$ cat src/rtl/fetch_pc_unit_pkg.sv
// Shared definitions for the fetch/PC stage: branch kind codes, FSM states and
// default address map.
package fetch_pc_unit_pkg;

  localparam logic [31:0] DEF_RESET_PC   = 32'h0040_0000;
  localparam int unsigned DEF_IMEM_WORDS = 1024;

  typedef enum logic [3:0] {
    BR_SEQ  = 4'd0,
    BR_BEQ  = 4'd1,
    BR_BNE  = 4'd2,
    BR_BLTZ = 4'd3,
    BR_BGEZ = 4'd4,
    BR_BLEZ = 4'd5,
    BR_BGTZ = 4'd6,
    BR_J    = 4'd7,
    BR_JR   = 4'd8
  } br_kind_e;

  typedef enum logic [1:0] {
    ST_FETCH = 2'd0,
    ST_EXEC  = 2'd1,
    ST_HALT  = 2'd2
  } fetch_state_e;

  function automatic logic [31:0] branch_offset(input logic [15:0] imm16);
    return {{14{imm16[15]}}, imm16, 2'b00};
  endfunction

endpackage

$ cat src/rtl/fetch_pc_unit_branch_cond.sv
// Branch condition evaluation: decides whether a conditional branch is taken.
// Unconditional kinds (J/JR) and SEQ report not-taken; the top handles them.
module fetch_pc_unit_branch_cond
  import fetch_pc_unit_pkg::*;
(
  input  logic [3:0]  br_kind,
  input  logic [31:0] rs_val,
  input  logic [31:0] rt_val,
  output logic        taken
);

  logic rs_neg;
  logic rs_zero;

  assign rs_neg  = rs_val[31];
  assign rs_zero = (rs_val == 32'd0);

  always_comb begin
    taken = 1'b0;
    case (br_kind)
      BR_BEQ:  taken = (rs_val == rt_val);
      BR_BNE:  taken = (rs_val != rt_val);
      BR_BLTZ: taken = rs_neg;
      BR_BGEZ: taken = !rs_neg;
      BR_BLEZ: taken = rs_neg || rs_zero;
      BR_BGTZ: taken = !rs_neg && !rs_zero;
      default: taken = 1'b0;
    endcase
  end

endmodule

$ cat src/rtl/fetch_pc_unit.sv
// Program counter and instruction fetch stage: fetches one word, waits for execute
// to resolve the next PC, and halts permanently on an illegal next PC.
module fetch_pc_unit
  import fetch_pc_unit_pkg::*;
#(
  parameter logic [31:0] RESET_PC   = DEF_RESET_PC,
  parameter int unsigned IMEM_WORDS = DEF_IMEM_WORDS
) (
  input  logic        CLK,
  input  logic        reset,
  output logic [31:0] imem_addr,
  output logic        imem_req,
  input  logic        imem_ready,
  input  logic [31:0] imem_rdata,
  output logic [31:0] instr,
  output logic        instr_valid,
  input  logic        br_valid,
  input  logic [3:0]  br_kind,
  input  logic [31:0] rs_val,
  input  logic [31:0] rt_val,
  input  logic [15:0] imm16,
  input  logic [25:0] jtarget,
  output logic [31:0] pc,
  output logic        invpc,
  output logic [31:0] retired
);

  localparam logic [31:0] PC_LIMIT = RESET_PC + 32'(4 * IMEM_WORDS);

  fetch_state_e state_q, state_d;
  logic [31:0]  pc_q, pc_d;
  logic [31:0]  instr_q, instr_d;
  logic         instr_valid_q, instr_valid_d;
  logic         invpc_q, invpc_d;
  logic [31:0]  retired_q, retired_d;

  logic        taken;
  logic [31:0] p4;
  logic [31:0] bt;
  logic [31:0] npc;
  logic        npc_bad;

  fetch_pc_unit_branch_cond u_branch_cond (
    .br_kind (br_kind),
    .rs_val  (rs_val),
    .rt_val  (rt_val),
    .taken   (taken)
  );

  assign p4 = pc_q + 32'd4;
  assign bt = p4 + branch_offset(imm16);

  always_comb begin
    npc = p4;
    case (br_kind)
      BR_BEQ, BR_BNE, BR_BLTZ, BR_BGEZ, BR_BLEZ, BR_BGTZ: npc = taken ? bt : p4;
      BR_J:    npc = {p4[31:28], jtarget, 2'b00};
      BR_JR:   npc = rs_val;
      default: npc = p4;
    endcase
  end

  // A wrapped p4 (0) falls below RESET_PC and is caught by the low bound.
  assign npc_bad = (npc[1:0] != 2'b00) || (npc < RESET_PC) || (npc >= PC_LIMIT);

  always_comb begin
    state_d       = state_q;
    pc_d          = pc_q;
    instr_d       = instr_q;
    instr_valid_d = instr_valid_q;
    invpc_d       = invpc_q;
    retired_d     = retired_q;
    case (state_q)
      ST_FETCH: begin
        if (imem_ready) begin
          instr_d       = imem_rdata;
          instr_valid_d = 1'b1;
          state_d       = ST_EXEC;
        end
      end
      ST_EXEC: begin
        if (br_valid) begin
          retired_d     = retired_q + 32'd1;
          instr_valid_d = 1'b0;
          if (npc_bad) begin
            invpc_d = 1'b1;
            state_d = ST_HALT;
          end else begin
            pc_d    = npc;
            state_d = ST_FETCH;
          end
        end
      end
      default: begin
        instr_valid_d = 1'b0;
        invpc_d       = 1'b1;
        state_d       = ST_HALT;
      end
    endcase
  end

  always_ff @(posedge CLK or posedge reset) begin
    if (reset) begin
      state_q       <= ST_FETCH;
      pc_q          <= RESET_PC;
      instr_q       <= 32'd0;
      instr_valid_q <= 1'b0;
      invpc_q       <= 1'b0;
      retired_q     <= 32'd0;
    end else begin
      state_q       <= state_d;
      pc_q          <= pc_d;
      instr_q       <= instr_d;
      instr_valid_q <= instr_valid_d;
      invpc_q       <= invpc_d;
      retired_q     <= retired_d;
    end
  end

  // Request is suppressed while reset is held so nothing is fetched mid-reset.
  assign imem_req    = (state_q == ST_FETCH) && !reset;
  assign imem_addr   = pc_q;
  assign pc          = pc_q;
  assign instr       = instr_q;
  assign instr_valid = instr_valid_q;
  assign invpc       = invpc_q;
  assign retired     = retired_q;

endmodule

$ cat config.mk
export PLATFORM = sky130hd
export DESIGN_NAME = fetch_pc_unit
export DESIGN_NICKNAME = d
export VERILOG_FILES = /design/src/rtl/fetch_pc_unit_pkg.sv /design/src/rtl/fetch_pc_unit_branch_cond.sv /design/src/rtl/fetch_pc_unit.sv
export SDC_FILE = /design/constraint.sdc
export NUM_CORES = 1
export LEC_CHECK = 0
export CORE_ASPECT_RATIO = 1.4
export CORE_MARGIN = 5
export CORE_UTILIZATION = 46
export DETAILED_ROUTE_END_ITERATION = 10
export GPL_ROUTABILITY_DRIVEN = 1
export PLACE_DENSITY = 0.82
export SYNTH_ARGS = -nofsm -noshare
export SYNTH_HDL_FRONTEND = slang
export SYNTH_SLANG_ARGS = --single-unit
$ cat constraint.sdc
create_clock -name CLK -period 5.7 [get_ports CLK]
set_clock_uncertainty 0.2 [all_clocks]
set_input_delay 0.57 -clock CLK [delete_from_list [all_inputs] [get_ports CLK]]
set_output_delay 0.57 -clock CLK [all_outputs]
set_load 0.005 [all_outputs]
# ---- Yosys cells after proc, flatten, opt, wreduce, memory -nomap -nowiden
# Cells that the tools add are included.
# W data, S select, Z words.
dict set report word_totals {
  input_bits 146
  ff_bits 100
  output_inout_bits 131
  word_cells 57
}
dict set report op_classes {
  bitwise 2
  eq_ne 14
  muxes 13
  add_sub_neg 3
  magnitude_cmp 2
  n_reduce_logical 17
}
# op count
set ops {}
lappend ops {{$pmux W32 S3} 1}
lappend ops {{$add A32 B1 Y32 const B} 1}
lappend ops {{$add A32 B3 Y32 const B} 1}
lappend ops {{$add A32 B32 Y32} 1}
lappend ops {{$eq A32 B32 Y1} 1}
lappend ops {{$ge A32 B23 Y1 const B} 1}
lappend ops {{$logic_not A32 Y1} 1}
lappend ops {{$lt A32 B23 Y1 const B} 1}
lappend ops {{$mux W32} 1}
lappend ops {{$ne A32 B32 Y1} 1}
lappend ops {{$eq A4 B3 Y1 const B} 4}
lappend ops {{$eq A4 B2 Y1 const B} 2}
lappend ops {{$mux W2} 3}
lappend ops {{$ne A2 B2 Y1 const B} 3}
lappend ops {{$pmux W1 S6} 1}
lappend ops {{$reduce_and A2 Y1} 3}
lappend ops {{$reduce_and A3 Y1} 2}
lappend ops {{$reduce_or A6 Y1} 1}
lappend ops {{$eq A4 B1 Y1 const B} 1}
lappend ops {{$eq A4 B4 Y1 const B} 1}
lappend ops {{$mux W1} 4}
lappend ops {{$pmux W1 S2} 2}
lappend ops {{$pmux W2 S2} 1}
lappend ops {{$logic_not A1 Y1} 3}
lappend ops {{other kinds (6)} 10}

# ---- Depth between registers and ports, before layout
# Gate-level depths: netlist (run 1).
dict set report logic_depth {
  ltp_word 12
  depth_mapped 20
  mapped_depth_nobuf 17
}

# ---- Modules after synthesis
# Synthesis (run 1) repeated with hierarchy kept, for this count alone.
dict set report unflattened {
  cells_unflattened 928
  hier_area_um2 8176.6
}
# mod cells_each instances seq_area_each_um2 area_per_inst_um2
set by_module_without_submodules {}
lappend by_module_without_submodules {fetch_pc_unit 866 1 2478.6 7681.1}
lappend by_module_without_submodules {fetch_pc_unit_branch_cond 62 1 0.0 495.5}

# ---- Worst setup path after synthesis (run 1)
# OpenSTA, ideal clock, no wires.
dict set report synth_timing {
  path_type {reg-to-reg}
  startpoint {reg pc_q[2] (netlist: imem_addr[2])}
  endpoint {reg pc_q[10] (netlist: imem_addr[10])}
  synth_period_minus_slack_ns 4.684
  setup_slack_ns 1.016
  path_stages_with_launch 20
  arrival_ns 4.359
  path_cell_list {dfrtp_1 > ha_1 > nand4_1 > nor4_4 > nand3_1 > xnor2_1 > ha_1 > clkbuf_1 > a21oi_1 > o21ai_0 > a21o_1 > nand3_1 > a21oi_1 > or4_1 > a221oi_1 > o22ai_1 > nor4_4 > nand4_4 > buf_8 > mux2_4}
}
dict set report synth_via {
  elab_chain_len 9
  word_cells_on_any_way 10
  classes_between {2 x add/sub; 2 x order compare; 2 x mux; 1 x bitwise; 3 x reduce/logical}
}
# element line
set synth_lines {}
lappend synth_lines {{from (decl)} fetch_pc_unit.sv:31} ;# logic [31:0] pc_q, pc_d;
lappend synth_lines {{from (signal assigned)} fetch_pc_unit.sv:112} ;# pc_q <= pc_d;
lappend synth_lines {{$add A32 B3 Y32 (*)} fetch_pc_unit.sv:50} ;# assign p4 = pc_q + 32'd4;
lappend synth_lines {{$add A32 B32 Y32} fetch_pc_unit.sv:51} ;# assign bt = p4 + branch_offset(imm16);
lappend synth_lines {{$mux W32} fetch_pc_unit.sv:56} ;# BR_BEQ, BR_BNE, BR_BLTZ, BR_BGEZ, BR_BLEZ, BR_BGTZ: npc = taken ? bt : p4;
lappend synth_lines {{$pmux W32 S3 (*)} fetch_pc_unit.sv:55} ;# case (br_kind)
lappend synth_lines {{$lt A32 B23 Y1} fetch_pc_unit.sv:64} ;# assign npc_bad = (npc[1:0] != 2'b00) || (npc < RESET_PC) || (npc >= PC_LIMIT);
lappend synth_lines {{$logic_or A1 B1 Y1 (2 in a row)} fetch_pc_unit.sv:64}
lappend synth_lines {{$not A1 Y1 (no line)} -}
lappend synth_lines {{$reduce_and A3 Y1 (no line)} -}
# Mark *: on every way between the ends. The rest lies on a longest branch, timed or not.
# A chain may end at the register's enable or synchronous reset.

# ---- Worst setup path after layout (run 1)
dict set report layout_timing {
  startpoint {reg pc_q[8] (netlist: imem_addr[8])}
  endpoint {reg pc_q[21] (netlist: imem_addr[21])}
}
# The elaborated chain is that of the path after synthesis.

==> flow_metrics.env, run 1 <==
export IMPL_post_route_util=0.6592
export IMPL_synth_edff_count=0
export IMPL_overflow=0
export IMPL_clk_insertion_delay_late_ps=330
export IMPL_drtAntennaViolNets=0
export IMPL_met1Wirelength_um=9737
export IMPL_switching_power_uw=669.4
export IMPL_combPwrFrac=0.358
export IMPL_netlist_area_sq_mm=0.007655
export IMPL_wl_um=27790
export IMPL_finalMaxSlewViolations=0
export IMPL_drive_gt1_frac=0.09626
export IMPL_p_leak_nw=4.318
export IMPL_synth_seq_cells=99
export IMPL_syn_inst=824
export IMPL_fillers=1304
export IMPL_met3WireLength_um=2304
export IMPL_cts_made_buffers=9
export IMPL_ys_warn_count=0
export IMPL_p_per_area_mw_per_mm2=217.1
export IMPL_drc=0
export IMPL_layout_commonest_cell="clkdlybuf4s50_1"
export IMPL_cts_tree="built"
export IMPL_io_pins=277
export IMPL_hold_class="reg2reg"
export IMPL_antenna_cells=0
export IMPL_p_int_mw=1.655
export IMPL_seqPwrFrac=0.399
export IMPL_post_dp_cell_area_sq_mm=0.01040
export IMPL_die_height_um=162.6
export IMPL_critPathMaxFanout=21
export IMPL_outcome="complete, no violations"
export IMPL_synthArstFlopShare=1.000
export IMPL_hold_ws_ps=267.8
export IMPL_track_usage=0.2794
export IMPL_max_freq_ghz=0.1848
export IMPL_gp_congestion=1.010
export IMPL_finalPower_mw=2.324
export IMPL_drtIter0Drc=607
export IMPL_endpoint_kind="flip-flop"
export IMPL_clk_transition_reported_paths_ps=70
export IMPL_worst_pin_slew_ps=691.0
export IMPL_cts_hold_buf=0
export IMPL_routed_top_layer="met4"
export IMPL_wire_per_inst_um=21.90
export IMPL_synth_nets=1003
export IMPL_clkSinkCount=99
export IMPL_synth_cell_types=83
export IMPL_vias_per_cell=5.930
export IMPL_vias=7525
export IMPL_ys_seq_area_frac=0.3238
export IMPL_crit_arrival_ps=5430
export IMPL_nets=1244
export IMPL_hpwlAfterDp_um=22790
export IMPL_setup_violations=0
export IMPL_min_period_ps=5410
export IMPL_rows=55
export IMPL_final_cell_mix="276 x clkdlybuf4s50_1, 98 x dfrtp_1, 90 x xnor2_1, 54 x nand2_1, 51 x nor2_1"
export IMPL_grt_pass1_wl_um=42610
export IMPL_antenna_found_initial=0
export IMPL_syn_to_final_growth_pct=39.87
export IMPL_p_sw_frac=0.2880
export IMPL_wl_met2_um=14250
export IMPL_crit_type="reg2reg"
export IMPL_cts_path_max_buffers=2
export IMPL_cap_violations=0
export IMPL_grt_max_degree=57
export IMPL_hold_viol_final=0
export IMPL_crit_path_start_kind="flip-flop"
export IMPL_die_area_sq_mm=0.01936
export IMPL_grt_pass1_vias=7695
export IMPL_synth_main_ff_cell="dfrtp_1"
export IMPL_clockPowerShare=0.243
export IMPL_cp_required_ps=5720
export IMPL_peakVddDrop_v=0.0002943
export IMPL_synth_avg_cell_area_sq_um=9.290
export IMPL_finalCritPeriodShare=0.9491
export IMPL_first_pass_iters=8
export IMPL_htreeDepth=3
export IMPL_final_area_sq_mm=0.01071
export IMPL_relSlewSlack=0.5394
export IMPL_die_x_um=119.0
export IMPL_clk_root_buffer_cell="clkbuf_16"
export IMPL_initial_utilization=0.4713
export IMPL_core_area_sq_mm=0.01624
export IMPL_io_buffers=276
-- critical path, stage by stage, from the launching register on --
cell and delay, ps:
dfrtp_1 470, nand4_1 350, or4_4 690, xnor2_1 170, ha_1 460, and4_1 260
nand4_1 120, or3_1 380, a32o_1 280, a32oi_1 220, o21ai_0 100, a221oi_1 330
o22ai_1 200, nor4_4 240, nand4_4 330, buf_4 320, and2_1 180
-- power groups by stage --
stage	registers, mW	clock network, mW	logic, mW
4_1_cts	0.927	0.574	0.835
6_report	0.927	0.564	0.833
5_1_grt	0.948	0.610	0.886
2_1_floorplan	0.936	0	0.320
3_3_place_gp	0.929	0	0.816
3_5_place_dp	0.936	0	0.828
-- Yosys cell counts (all sizes together), types with 6 or more instances --
cell type	number	share of area
a211oi	6	0.0059
a21o	7	0.0069
a21oi	42	0.027
a221o	7	0.0092
a22oi	7	0.0069
and2	27	0.022
and3	10	0.0082
and4	6	0.0069
buf	40	0.039
clkbuf	24	0.012
dfrtp	98	0.32
ha	32	0.052
inv	17	0.0083
mux2	42	0.065
nand2	54	0.026
nand3	46	0.030
nand4	38	0.033
nor2	52	0.026
nor3	14	0.012
nor4	18	0.022
o21ai	36	0.024
or3	6	0.0049
xnor2	91	0.11
xor2	22	0.025
-- final timing paths --
path	startpoint	to	slack (ps)	depth (start not counted)
max	imem_addr[8]	imem_addr[21]	290	16
min	retired[31]	retired[31]	270	1
max reg2reg	imem_addr[8]	imem_addr[21]	290	16
min reg2reg	retired[31]	retired[31]	270	1
max in group asynchronous	reset	retired[12]	3720	3
min in group asynchronous	reset	instr[9]	490	2
-- registers in the layout, indices dropped and copies added, names as in the netlist --
signal	flops
imem_addr	32
instr	32
retired	32
instr_valid	1
invpc	1
state_q	1
-- timing repair --
action / in CTS / in global routing
gates resized for setup: 0 / 1
buffers inserted: 0 / 3
setup endpoints to repair: 0 / 30
-- through the flow --
step / worst slack [ps] / std cells / setup TNS, ps
after floorplan: 1016 / 824 / 0
after global placement: 436.8 / 1250 / 0
after CTS: 293.1 / 1266 / 0
final: 289.9 / 1269 / 0
after detailed placement: 324.4 / 1250 / 0
after global routing: -43.71 / 1269 / -496.7
-- routing by layer --
metal / vias up / GRT usage
met3: 92 / 0.07575
met2: 401 / 0.5050
met4: 0 / 0.1349
met5: - / 0
met1: 3556 / 0.2994
li1: 3476 / -
-- cell type report --
type / instances / area [sq um] / share of cell area
timing repair buffer: 294 / 2898 / 0.2707
sequential: 99 / 2479 / 0.2315
clock inverter: 6 / 40.04 / 0.003740
multi-input combinational: 644 / 4736 / 0.4423
inverter: 17 / 66.31 / 0.006194
tap: 199 / 249.0 / 0.02326
clock buffer: 10 / 239.0 / 0.02232
-- cells by family (layout without fill, tap and decap cells) --
logic type                 count (synthesis)  in the layout  synth area share
xor gates and xnor gates                 113            113            0.1303
adders and majority gates                 33             33           0.05492
DFF                                       99             99            0.3238
AOI/OAI and AO/OA                        163            163            0.1515
buffers and inverters                     81            327           0.05900
muxes                                     47             47           0.07176
and+or+nand+nor                          288            288            0.2087
No activity file was read; power rests on OpenSTA's default activity.
==> run 2: changes to the inputs <==
SLEW_MARGIN = 20   (was default)
==> results of run 2 <==
Final layout, timing and power as in run 1 (identical DEF).
==> run 3: changes to the inputs <==
GPL_TIMING_DRIVEN = 0   (was default)
==> run 3 against run 2 <==
Clock-buffer cell count unchanged. Combinational power up 0.5%. Design area up 3.1%. Flip-flop and latch count unchanged. Sequential power about the same. Clock power up 15%. Global-route usage down 0.44 points. Wire length down 1.3%. Critical path type unchanged.
==> flow_metrics.env, run 3 (synthesis gave the netlist of run 1 again) <==
export IMPL_die_height_um=162.6
export IMPL_worst_slack_ps=279.8
export IMPL_drc=0
export IMPL_grt_max_degree=72
export IMPL_io_pins=277
export IMPL_cp_slowest_stage_delay_ps=550
export IMPL_worst_path_max_delay_cell="dfrtp_1"
export IMPL_nets=1291
export IMPL_min_period_ps=5420
export IMPL_clk_root_buffer_cell="clkbuf_16"
export IMPL_routed_top_layer="met5"
export IMPL_path_cells="ha_1, nand4_1, buf_4, nor4_4, buf_4, nand3_1, xnor2_1, ha_1, clkbuf_1, a21oi_1, o21ai_0, a21o_1, nand3_1, a21oi_1, or4_1, a221oi_1, o22ai_1, nor4_4, nand4_4, buf_8, mux2_4"
export IMPL_drtAntennaViolNets=0
export IMPL_relSlewSlack=0.4658
export IMPL_antenna_cells=0
export IMPL_clkSinkCount=99
export IMPL_syn_to_final_growth_pct=44.23
export IMPL_p_leak_nw=4.518
export IMPL_first_pass_iters=6
export IMPL_overflow=0
export IMPL_rows=55
export IMPL_final_cell_mix="273 x clkdlybuf4s50_1, 98 x dfrtp_1, 90 x xnor2_1, 54 x nand2_1, 51 x nor2_1"
export IMPL_io_buffers=273
export IMPL_antenna_found_initial=1
export IMPL_finalCritPeriodShare=0.9509
export IMPL_hold_class="reg2reg"
export IMPL_die_area_sq_mm=0.01936
export IMPL_track_usage=0.2751
export IMPL_cts_made_buffers=9
export IMPL_die_x_um=119.0
export IMPL_finalMaxSlewViolations=0
export IMPL_worst_pin_slew_ps=798.3
export IMPL_vias=7632
export IMPL_hold_viol_final=0
export IMPL_initial_utilization=0.4713
export IMPL_cap_violations=0
export IMPL_clk_insertion_delay_late_ps=340
export IMPL_place_ws_ps=-0.6901
export IMPL_crit_type="reg2reg"
export IMPL_met3WireLength_um=2374
export IMPL_fillers=1289
export IMPL_core_area_sq_mm=0.01624
export IMPL_cp_required_ps=5730
export IMPL_drtIter0Drc=492
export IMPL_cts_tree="built"
export IMPL_grt_pass1_wl_um=42030
export IMPL_drive_gt1_frac=0.1174
export IMPL_wl_um=27440
export IMPL_grt_pass1_vias=7758
export IMPL_critPathMaxFanout=10
export IMPL_crit_arrival_ps=5450
export IMPL_hpwlAfterDp_um=22510
export IMPL_p_per_area_mw_per_mm2=218.8
export IMPL_met1Wirelength_um=9701
export IMPL_gp_congestion=0.9682
export IMPL_setup_violations=0
export IMPL_htreeDepth=3
export IMPL_vias_per_cell=5.804
export IMPL_cts_path_max_buffers=2
export IMPL_peakVddDrop_v=0.0002939
export IMPL_clk_transition_reported_paths_ps=70
export IMPL_crit_path_start_kind="flip-flop"
export IMPL_outcome="complete, no violations"
export IMPL_hold_ws_ps=281.5
export IMPL_max_freq_ghz=0.1845
export IMPL_layout_commonest_cell="clkdlybuf4s50_1"
export IMPL_wire_per_inst_um=20.86
export IMPL_wl_met2_um=14030
export IMPL_endpoint_kind="flip-flop"
==> run 3: cell count changes in the layout (fill, tap and decap cells not counted), moves of 2 or more <==
cell / change
clkbuf_2: +2
bufinv_16: +2
buf_4: +17
clkbuf_1: +22
clkdlybuf4s50_1: -3
buf_2: +5
==> run 3: metal layers <==
layer / vias to the layer above / track usage
met5: - / 0
met4: 2 / 0.1197
met3: 74 / 0.08200
met2: 376 / 0.4996
met1: 3612 / 0.2934
li1: 3568 / -
==> run 3: power by group <==
group / total (mW) / switching, mW / leakage, nW / internal (mW)
Clock: 0.648 / 0.256 / 0.154 / 0.392
Sequential: 0.930 / 0.0932 / 1.29 / 0.837
Combinational: 0.837 / 0.325 / 3.08 / 0.512
Total: 2.42 / 0.674 / 4.52 / 1.74
==> run 3: area by class of cell <==
| type | instances | area (sq um) | area share |
|---|---|---|---|
| Multi-Input combinational cell | 644 | 4757 | 0.4309 |
| Timing Repair Buffer | 277 | 2783 | 0.2520 |
| Sequential cell | 99 | 2479 | 0.2245 |
| Buffer | 64 | 387.9 | 0.03513 |
| Tap cell | 199 | 249.0 | 0.02255 |
| Clock buffer | 10 | 239.0 | 0.02165 |
| Clock inverter | 5 | 77.57 | 0.007026 |
| Inverter | 17 | 68.82 | 0.006233 |
==> run 3: worst max-delay path: cells and delay by family (launching register included) <==
kind                     cells  cell delay (ps)
buffers and inverters        4              800
multiplexers                 1              300
AO/OA/AOI/OAI                6             1170
AND/OR/NAND/NOR              7             1390
flip-flops                   1              550
XOR/XNOR                     1              300
adder cells (fa/ha/maj)      2              560
==> run 3: per-stage QoR <==
stage,std cells,TNS [ps],power (mW),cell area [sq um],utilization
after global placement,1296,0,1.745,10640,0.6549
after global routing,1315,-45.38,2.527,11040,0.6798
after detailed placement,1297,-0.6901,1.773,10670,0.6569
after floorplan,824,0,1.257,7655,-
final,1315,0,2.416,11040,0.6798
after CTS,1312,0,2.427,10990,0.6768
==> run 3: final timing paths <==
check                             startpoint            end  slack (ps)  depth (start not counted)
worst max-delay path            imem_addr[2]   imem_addr[3]         280                         21
worst min-delay path             retired[31]    retired[31]         280                          1
worst max register to register  imem_addr[2]   imem_addr[3]         280                         21
worst min register to register   retired[31]    retired[31]         280                          1
max in group asynchronous              reset  imem_addr[22]        4260                          3
min in group asynchronous              reset      instr[31]         390                          2
==> run 3: timing repair <==
item	CTS	global route
endpoints found under the setup margin	7	34
pin swaps	0	2
buffers inserted	0	3
gates resized for setup	1	4
hold buffers	0	0
